## src/rtl/decode_stage.sv

```systemverilog
// Registered RV32I decode stage with valid/ready handshake, flush and a handshake counter.
// Optional RV32M multiply decode is enabled by defining DECODE_MEXT_EN.
module decode_stage #(
   parameter int XLEN     = 32,
   parameter int ALUCTL_W = 4,
   parameter int CNT_W    = 16
) (
   input  logic                i_Clk,
   input  logic                i_Rst_n,
   input  logic [31:0]         i_Instr,
   input  logic                i_Valid,
   output logic                o_Ready,
   input  logic                i_Flush,
   output logic                o_Valid,
   input  logic                i_Ready,
   output logic [ALUCTL_W-1:0] o_ALUctl,
   output logic                o_Branch,
   output logic                o_MemToReg,
   output logic                o_MemWrite,
   output logic                o_ALUsrc,
   output logic                o_RegWrite,
   output logic                o_Illegal,
   output logic [4:0]          o_Rd,
   output logic [4:0]          o_Rs1,
   output logic [4:0]          o_Rs2,
   output logic [XLEN-1:0]     o_Imm,
   output logic [CNT_W-1:0]    o_DecodeCnt
);

   localparam logic [3:0] ALU_ADD = 4'd0, ALU_SUB = 4'd1, ALU_SLL = 4'd2, ALU_SLT = 4'd3;
   localparam logic [3:0] ALU_SLTU = 4'd4, ALU_XOR = 4'd5, ALU_SRL = 4'd6, ALU_SRA = 4'd7;
   localparam logic [3:0] ALU_OR = 4'd8, ALU_AND = 4'd9, ALU_PASSB = 4'd10;

   localparam logic [6:0] OP_R      = 7'b0110011;
   localparam logic [6:0] OP_IMM    = 7'b0010011;
   localparam logic [6:0] OP_LOAD   = 7'b0000011;
   localparam logic [6:0] OP_STORE  = 7'b0100011;
   localparam logic [6:0] OP_BRANCH = 7'b1100011;
   localparam logic [6:0] OP_LUI    = 7'b0110111;
   localparam logic [6:0] OP_AUIPC  = 7'b0010111;
   localparam logic [6:0] OP_JAL    = 7'b1101111;
   localparam logic [6:0] OP_JALR   = 7'b1100111;

   // Shared R/I ALU mapping; alt selects SUB/SRA on funct3 0/5.
   function automatic logic [3:0] f_alu_op(input logic [2:0] f3, input logic alt);
      logic [3:0] op;
      case (f3)
         3'd0:    op = alt ? ALU_SUB : ALU_ADD;
         3'd1:    op = ALU_SLL;
         3'd2:    op = ALU_SLT;
         3'd3:    op = ALU_SLTU;
         3'd4:    op = ALU_XOR;
         3'd5:    op = alt ? ALU_SRA : ALU_SRL;
         3'd6:    op = ALU_OR;
         default: op = ALU_AND;
      endcase
      return op;
   endfunction

   logic [6:0]         w_opcode;
   logic [2:0]         w_funct3;
   logic [6:0]         w_funct7;
   logic [3:0]         w_alu;
   logic               w_branch, w_memtoreg, w_memwrite, w_alusrc, w_regwrite, w_illegal;
   logic signed [31:0] w_imm;
   logic               w_load, w_unload;

   logic               r_Valid;
   logic [CNT_W-1:0]   r_DecodeCnt;

   assign w_opcode = i_Instr[6:0];
   assign w_funct3 = i_Instr[14:12];
   assign w_funct7 = i_Instr[31:25];

   always_comb begin
      w_alu      = ALU_ADD;
      w_branch   = 1'b0;
      w_memtoreg = 1'b0;
      w_memwrite = 1'b0;
      w_alusrc   = 1'b0;
      w_regwrite = 1'b0;
      w_illegal  = 1'b0;
      w_imm      = '0;
      case (w_opcode)
         OP_R: begin
            w_regwrite = 1'b1;
            if (w_funct7 == 7'h00 ||
                (w_funct7 == 7'h20 && (w_funct3 == 3'd0 || w_funct3 == 3'd5)))
               w_alu = f_alu_op(w_funct3, w_funct7[5]);
`ifdef DECODE_MEXT_EN
            else if (w_funct7 == 7'h01 && !w_funct3[2])
               w_alu = 4'd11 + {2'b00, w_funct3[1:0]};
`endif
            else
               w_illegal = 1'b1;
         end
         OP_IMM: begin
            w_alusrc   = 1'b1;
            w_regwrite = 1'b1;
            w_alu      = f_alu_op(w_funct3, (w_funct3 == 3'd5) & i_Instr[30]);
            w_imm      = signed'({{20{i_Instr[31]}}, i_Instr[31:20]});
         end
         OP_LOAD: begin
            w_alusrc   = 1'b1;
            w_memtoreg = 1'b1;
            w_regwrite = 1'b1;
            w_imm      = signed'({{20{i_Instr[31]}}, i_Instr[31:20]});
         end
         OP_STORE: begin
            w_alusrc   = 1'b1;
            w_memwrite = 1'b1;
            w_imm      = signed'({{20{i_Instr[31]}}, i_Instr[31:25], i_Instr[11:7]});
         end
         OP_BRANCH: begin
            w_branch = 1'b1;
            w_alu    = ALU_SUB;
            w_imm    = signed'({{19{i_Instr[31]}}, i_Instr[31], i_Instr[7],
                                i_Instr[30:25], i_Instr[11:8], 1'b0});
         end
         OP_LUI: begin
            w_regwrite = 1'b1;
            w_alu      = ALU_PASSB;
            w_imm      = signed'({i_Instr[31:12], 12'b0});
         end
         OP_AUIPC: begin
            w_regwrite = 1'b1;
            w_imm      = signed'({i_Instr[31:12], 12'b0});
         end
         OP_JAL: begin
            w_regwrite = 1'b1;
            w_imm      = signed'({{11{i_Instr[31]}}, i_Instr[31], i_Instr[19:12],
                                  i_Instr[20], i_Instr[30:21], 1'b0});
         end
         OP_JALR: begin
            w_regwrite = 1'b1;
            w_imm      = signed'({{20{i_Instr[31]}}, i_Instr[31:20]});
         end
         default: w_illegal = 1'b1;
      endcase
      // Illegal words must not change architectural state downstream.
      if (w_illegal) begin
         w_branch   = 1'b0;
         w_memwrite = 1'b0;
         w_regwrite = 1'b0;
         w_alu      = ALU_ADD;
      end
   end

   assign o_Ready     = !r_Valid | i_Ready;
   assign o_Valid     = r_Valid;
   assign o_DecodeCnt = r_DecodeCnt;
   assign w_load      = i_Valid & o_Ready;
   assign w_unload    = r_Valid & i_Ready;

   // Output pipeline register toward execute
   always_ff @(posedge i_Clk) begin
      if (!i_Rst_n) begin
         r_Valid     <= 1'b0;
         r_DecodeCnt <= '0;
         o_ALUctl    <= '0;
         o_Branch    <= 1'b0;
         o_MemToReg  <= 1'b0;
         o_MemWrite  <= 1'b0;
         o_ALUsrc    <= 1'b0;
         o_RegWrite  <= 1'b0;
         o_Illegal   <= 1'b0;
         o_Rd        <= '0;
         o_Rs1       <= '0;
         o_Rs2       <= '0;
         o_Imm       <= '0;
      end else begin
         if (w_unload && !i_Flush)
            r_DecodeCnt <= r_DecodeCnt + CNT_W'(1);
         if (i_Flush) begin
            r_Valid <= 1'b0;
         end else if (w_load) begin
            r_Valid    <= 1'b1;
            o_ALUctl   <= ALUCTL_W'(w_alu);
            o_Branch   <= w_branch;
            o_MemToReg <= w_memtoreg;
            o_MemWrite <= w_memwrite;
            o_ALUsrc   <= w_alusrc;
            o_RegWrite <= w_regwrite;
            o_Illegal  <= w_illegal;
            o_Rd       <= i_Instr[11:7];
            o_Rs1      <= i_Instr[19:15];
            o_Rs2      <= i_Instr[24:20];
            o_Imm      <= XLEN'(w_imm);
         end else if (w_unload) begin
            r_Valid <= 1'b0;
         end
      end
   end

endmodule

```

## config.mk

```make
export PLATFORM = sky130hd
export DESIGN_NAME = decode_stage
export DESIGN_NICKNAME = d
export VERILOG_FILES = /design/src/rtl/decode_stage.sv
export SDC_FILE = /design/constraint.sdc
export NUM_CORES = 1
export LEC_CHECK = 0
export CORE_AREA = 3 3 116 74
export DETAILED_ROUTE_END_ITERATION = 7
export DIE_AREA = 0 0 119 77
export HOLD_SLACK_MARGIN = 0.1
export PLACE_DENSITY = 0.86
export SLEW_MARGIN = 15
export SYNTH_ARGS = -nofsm -noshare
export SYNTH_HDL_FRONTEND = slang
export SYNTH_SLANG_ARGS = --single-unit
```

## constraint.sdc

```tcl
create_clock -name i_Clk -period 1.9 [get_ports i_Clk]
set_input_delay 0.38 -clock i_Clk [delete_from_list [all_inputs] [get_ports i_Clk]]
set_output_delay 0.38 -clock i_Clk [all_outputs]
set_load 0.02 [all_outputs]
```

==> results of run 1 <==
-- cell families after synthesis --
family,share of synthesized area (%)
AO/OA/AOI/OAI,20.3
flip-flops,42.9
AND/OR/NAND/NOR,27.0
XOR/XNOR,3.55
adder cells (fa/ha/maj),0.363
buffers and inverters,5.30
multiplexers,0.617
-- power by group --
group | switching (uW) | internal (uW)
sequential | 12.2 | 1570
clock | 639 | 1250
combinational | 245 | 234
total | 896 | 3060
-- flip-flops by register name, summed over array words and instances (netlist names), 4 cells and up --
| name | count |
|---|---|
| o_Imm | 32 |
| o_DecodeCnt | 16 |
| o_Rd | 5 |
| o_Rs1 | 5 |
| o_Rs2 | 5 |
| o_ALUctl | 4 |
-- critical path, delay by kind of cell --
family	cells	cell delay (ns)
AOI/OAI and AO/OA	4	0.79
buffers and inverters	2	0.84
and+or+nand+nor	1	0.10
-- what timing repair did --
| action | CTS | global route |
|---|---|---|
| resized for setup | 4 | 7 |
| buffers inserted | 0 | 3 |
| setup endpoints to repair | 5 | 33 |
| pin swaps | 2 | 2 |
| gates cloned | 1 | 0 |
| hold endpoints to repair | 0 | 0 |
-- routing by layer --
metal | GRT usage (%) | vias to the layer above | wire [um]
li1 | - | 1721 | -
met2 | 34.5 | 183 | 4640
met1 | 33.2 | 1662 | 5000
met3 | 8.84 | 25 | 1200
met4 | 9.48 | 0 | 263
met5 | 0 | - | 0
-- final cells by class --
type	count	area, sq um
clock buffers	12	267
clock inverters	4	72.6
fillers	609	2250
inverters	6	22.5
multi-input cells	299	1830
flip-flops and latches	74	1480
well taps	108	135
repair buffers	172	1600
-- worst max path at each step --
stage                                end           start  slack, ns
after CTS                      o_Imm[27]         i_Ready       0.01
after floorplan           o_DecodeCnt[8]  o_DecodeCnt[0]       0.28
after detailed placement        o_Imm[3]      i_Instr[2]      -0.39
after global routing      o_DecodeCnt[0]  o_DecodeCnt[0]      0.003
final                          o_Illegal      i_Instr[5]       0.04
after global placement          o_Imm[3]      i_Instr[2]      -0.33
-- cell usage in the layout, fill, tap and decap left out, types with 7 or more instances in the layout --
master and instances:
a21oi_1 26, nor3_1 7, xnor2_1 7, a22oi_1 10
clkdlybuf4s50_1 107, o21ai_1 23, nor2_1 9, o21ai_0 14
nand2_1 78, a21boi_0 20, nand3_1 11, xor2_1 7
dfxtp_1 74, and2_1 16, buf_4 59, clkbuf_16 9
nor2b_1 11
-- metrics by stage --
step / setup slack (ns) / power, uW / TNS, ns / std cells / hold slack (ns)
finish: 0.0384 / 3960 / 0 / 675 / 0.446
global route: 0.00348 / 4100 / 0 / 675 / 0.461
CTS: 0.0100 / 3980 / 0 / 672 / 0.447
detailed placement: -0.386 / 2070 / -15.98 / 655 / 0.440
global placement: -0.327 / 2070 / -12.35 / 655 / 0.438
floorplan: 0.275 / 1820 / 0 / 403 / 0.456
==> flow_metrics.tcl, run 1 <==
set metrics [dict create \
    status "finished, final reports clean" \
    via_per_inst 5.32 \
    final_area_sq_mm 0.00541 \
    grt_use_total_pct 24.2 \
    cts_tree "done" \
    reg2reg_to "o_DecodeCnt[15]" \
    ys.flop_type "dfxtp_1" \
    slew_violations 0 \
    core_area_sq_mm 0.00766 \
    ctsLongestPathBuffers 2 \
    slowest_stage "clkdlybuf4s50_1" \
    wirelength_um 11100 \
    num_rows 25 \
    h-tree-depth 3 \
    fin_crit_sh_pct 98.0 \
    worst_pin_slew_ns 0.466 \
    drive_gt1_share_pct 17.6 \
    yosysWarnings 0 \
    grt_pass1_wl_um 17500 \
    ys_ff_latch 74 \
    drc 0 \
    cp-end-kind "flop" \
    placed_area_sq_mm 0.00500 \
    synth_top_area_cell "dfxtp_1" \
    setup_viol 0 \
    ys_top_cells_by_count "nand2_1 (78), dfxtp_1 (74), a21oi_1 (26)" \
    total_leakage_power_uw 0.00200 \
    clock_skew_ns 0.00517 \
    first_global_vias 3342 \
    layout.nets 600 \
    antenna_left 0 \
    syn_avg_cell_area_sq_um 8.56 \
    fin_crit_ns 1.86 \
    async_flop_share_pct 0 \
    syn_nets 441 \
    synthTopCellsByArea "dfxtp_1 (43%), nand2_1 (8.5%), a21boi_0 (4.4%)" \
    hold_path_startpoint "o_Imm[12]" \
    synth_most_common_cell "nand2_1" \
    whs_path_depth 2 \
    relSlewSlack_pct 68.9 \
    antenna_found_initial 0 \
    drt_first_pass_iters 5 \
    grt.overflow.total 0 \
    rsz0062_at_grt "no" \
    syn2layout_area_growth_pct 56.8 \
    gp_congestion 0.941 \
    final_util_pct 70.6 \
    grt_start_max_net_pins 52 \
    path_class "input port to flop" \
    hp-class "flop to flop" \
    avgRoutedWirePerCell_um 16.5 \
    initial_core_util_pct 45.0 \
    min_delay_worst_endpoint "o_Imm[12]" \
    ys_seq_area_share_pct 42.9 \
    cts-hold-fix-buffers 0 \
    synth_top_area_share_pct 42.9 \
    root_buffer "clkbuf_16" \
    dp_hpwl_um 8090 \
    clkLatencyLatePin_ns 0.33 \
    synthCells 403 \
    die_x_um 119 \
    vias 3591 \
    r2r_cells 5 \
    cts.clk_slew.worst_paths_ns 0.06 \
    hold_viol 0 \
    cap_violations 0 \
    crit-reg2reg-launch "o_DecodeCnt[5]" \
    drt_iter0_markers 269 \
    ioPinCount 112 \
    ys_types 56 \
    start_kind "input port" \
    arrival_ns 2.12 \
    peakVddDrop_mv 0.732 \
    crit_path_cell_trace "clkdlybuf4s50_1 -> nor2_1 -> o21ai_1 -> o21ai_4 -> buf_4 -> o2bb2ai_1 -> o21ai_0" \
    synth_edf_count 0 \
    rrSetupSlack_ns 0.21 \
    port_buffers 111 \
    die_y_um 77 \
    required_ns 2.15 \
    syn-cell-area_sq_mm 0.00345 \
    critPathMaxFanout 8 \
    slowest_delay_ns 0.67 \
    die-area_sq_mm 0.00916 \
    numCtsBuffers 9 \
    clock-sinks 74 \
    power_density_mw_per_mm2 732 \
    clock.fmax_mhz 537 \
    antennaDiodeCount 0 \
]
Power figures use the tool's default switching activity.
==> run 2: changes to the inputs <==
CORE_AREA = 2 2 115 73   (was 3 3 116 74)
DIE_AREA = 0 0 117 75   (was 0 0 119 77)
==> flow_metrics.tcl, run 2 (synthesized netlist as in run 1, its figures left out) <==
set metrics [dict create \
    status "finished, final reports clean" \
    slowest_stage "clkdlybuf4s50_1" \
    total_leakage_power_uw 0.00200 \
    path_class "input port to flop" \
    start_kind "input port" \
    layout.nets 606 \
    n_fill_cell 613 \
    first_global_vias 3365 \
    drt_iter0_markers 224 \
    min_delay_worst_endpoint "o_Imm[16]" \
    wirelength_um 11200 \
    setup_slack_ns 0.0861 \
    multi_input_area_sq_mm 0.00181 \
    final_cell_mix "clkdlybuf4s50_1 (107), nand2_1 (78), dfxtp_1 (74), buf_4 (65), a21oi_1 (26)" \
    core_area_sq_mm 0.00766 \
    cap_violations 0 \
    via_per_inst 5.21 \
    port_buffers 111 \
    largest_register_ffs 32 \
    comb_power_share_pct 12.9 \
    cts_tree "done" \
    dp_hpwl_um 8380 \
    rrSetupSlack_ns 0.18 \
    p_sw_share_pct 23.7 \
    use_met2_pct 39.9 \
    use_met3_pct 7.65 \
    h-tree-depth 3 \
    whs_path_depth 2 \
    fin_crit_sh_pct 95.5 \
    use_met1_pct 36.4 \
    setup_viol 0 \
    die_x_um 117 \
    cell_internal_pwr_uw 2820 \
    slowest_delay_ns 0.62 \
    hp-class "flop to flop" \
    relSlewSlack_pct 70.2 \
    largest_register "o_Imm" \
    clock-sinks 74 \
    ctsLongestPathBuffers 2 \
    ioPinCount 112 \
    holdWs_ns 0.454 \
    final_common_cell "clkdlybuf4s50_1" \
    num_rows 25 \
    avgRoutedWirePerCell_um 16.4 \
    die_y_um 75 \
    drc 0 \
    grt_use_total_pct 26.2 \
    rsz0062_at_grt "no" \
    root_buffer "clkbuf_16" \
    worst_pin_slew_ns 0.447 \
    gp_congestion 0.908 \
    arrival_ns 2.08 \
    cts_setup_buffers 0 \
    peakVddDrop_mv 0.525 \
    drive_gt1_share_pct 17.8 \
    numCtsBuffers 9 \
    slew_violations 0 \
    netSwitchingPower_uw 876 \
    syn2layout_area_growth_pct 56.3 \
    grt_busiest_layer "met2" \
    crit-reg2reg-launch "o_DecodeCnt[6]" \
    critPathMaxFanout 6 \
    antennaDiodeCount 0 \
    initial_core_util_pct 45.0 \
    dp_slack_ns -0.390 \
    grt.overflow.total 0 \
    cts.clk_slew.worst_paths_ns 0.05 \
    cp-end-kind "flop" \
    drt_first_pass_iters 4 \
    r2r_cells 5 \
    clock_skew_ns 0.00544 \
    regArea_sq_mm 0.00148 \
    grt_start_max_net_pins 51 \
    setup_tns_ns 0 \
    antenna_found_initial 0 \
    vias 3551 \
    reg2reg_to "o_DecodeCnt[15]" \
    die-area_sq_mm 0.00878 \
    clkLatencyLatePin_ns 0.34 \
    crit_top_cell "buf_4" \
    grt_pass1_wl_um 17300 \
    pwr-share-seq_pct 42.9 \
    pwr-share-clk_pct 44.3 \
    cts-hold-fix-buffers 0 \
    final_util_pct 70.3 \
    required_ns 2.16 \
    crit_path_cell_trace "clkdlybuf4s50_1 -> buf_4 -> a31oi_4 -> o21ai_2 -> nand4_4 -> buf_4 -> o21ai_1" \
    clock.fmax_mhz 551 \
    hold_viol 0 \
    hold_path_startpoint "o_Imm[16]" \
    fin_crit_ns 1.81 \
    power_density_mw_per_mm2 686 \
    antenna_left 0 \
]
[run 2: routing by layer]
layer,vias up,wire (um),share of wire (%)
met5,-,0,0
met4,0,129,1.2
met3,12,780,7.0
met2,124,4820,43
met1,1682,5450,49
li1,1733,-,-
[run 2: area by class of cell]
class                      instances  area share [%]
clock buffer                      13            4.46
clock inverter                     3           0.743
inverter                           6           0.418
multi-input combinational        298            33.5
sequential                        74            27.5
tap                              108            2.51
timing repair buffer             179            30.9
[run 2: worst max path at each step]
stage                         from        endpoint  slack (ns)
global placement        i_Instr[3]       o_Imm[23]       -0.29
floorplan           o_DecodeCnt[0]  o_DecodeCnt[8]        0.28
finish                  i_Instr[5]       o_Imm[25]        0.09
detailed placement      i_Instr[3]       o_Imm[25]       -0.39
global route               i_Ready        o_Rs1[2]        0.02
CTS                     i_Instr[3]        o_Imm[1]        0.04
[run 2: power by group through the flow]
stage	Clock [uW]	Sequential (uW)	Combinational [uW]
global route	1730	1590	505
floorplan	0	1640	176
CTS	1650	1580	469
detailed placement	0	1620	464
finish	1640	1590	477
global placement	0	1620	455
[run 2: repair_timing]
item                                    CTS  global route
pin swaps                                 0             2
gates resized for setup                   2             6
endpoints found under the setup margin    8            37
[run 2: critical path, delay by kind of cell]
| family | cells | cell delay, ns |
|---|---|---|
| AND/OR/NAND/NOR | 1 | 0.17 |
| buffers and inverters | 3 | 1.00 |
| AO/OA/AOI/OAI | 3 | 0.51 |
[run 2: through the flow]
| step | std cells | cell area [sq um] | total power (uW) |
|---|---|---|---|
| floorplan | 403 | 3450 | 1820 |
| global placement | 665 | 5080 | 2070 |
| detailed placement | 665 | 5080 | 2080 |
| CTS | 681 | 5370 | 3710 |
| global route | 681 | 5390 | 3820 |
| finish | 681 | 5390 | 3700 |
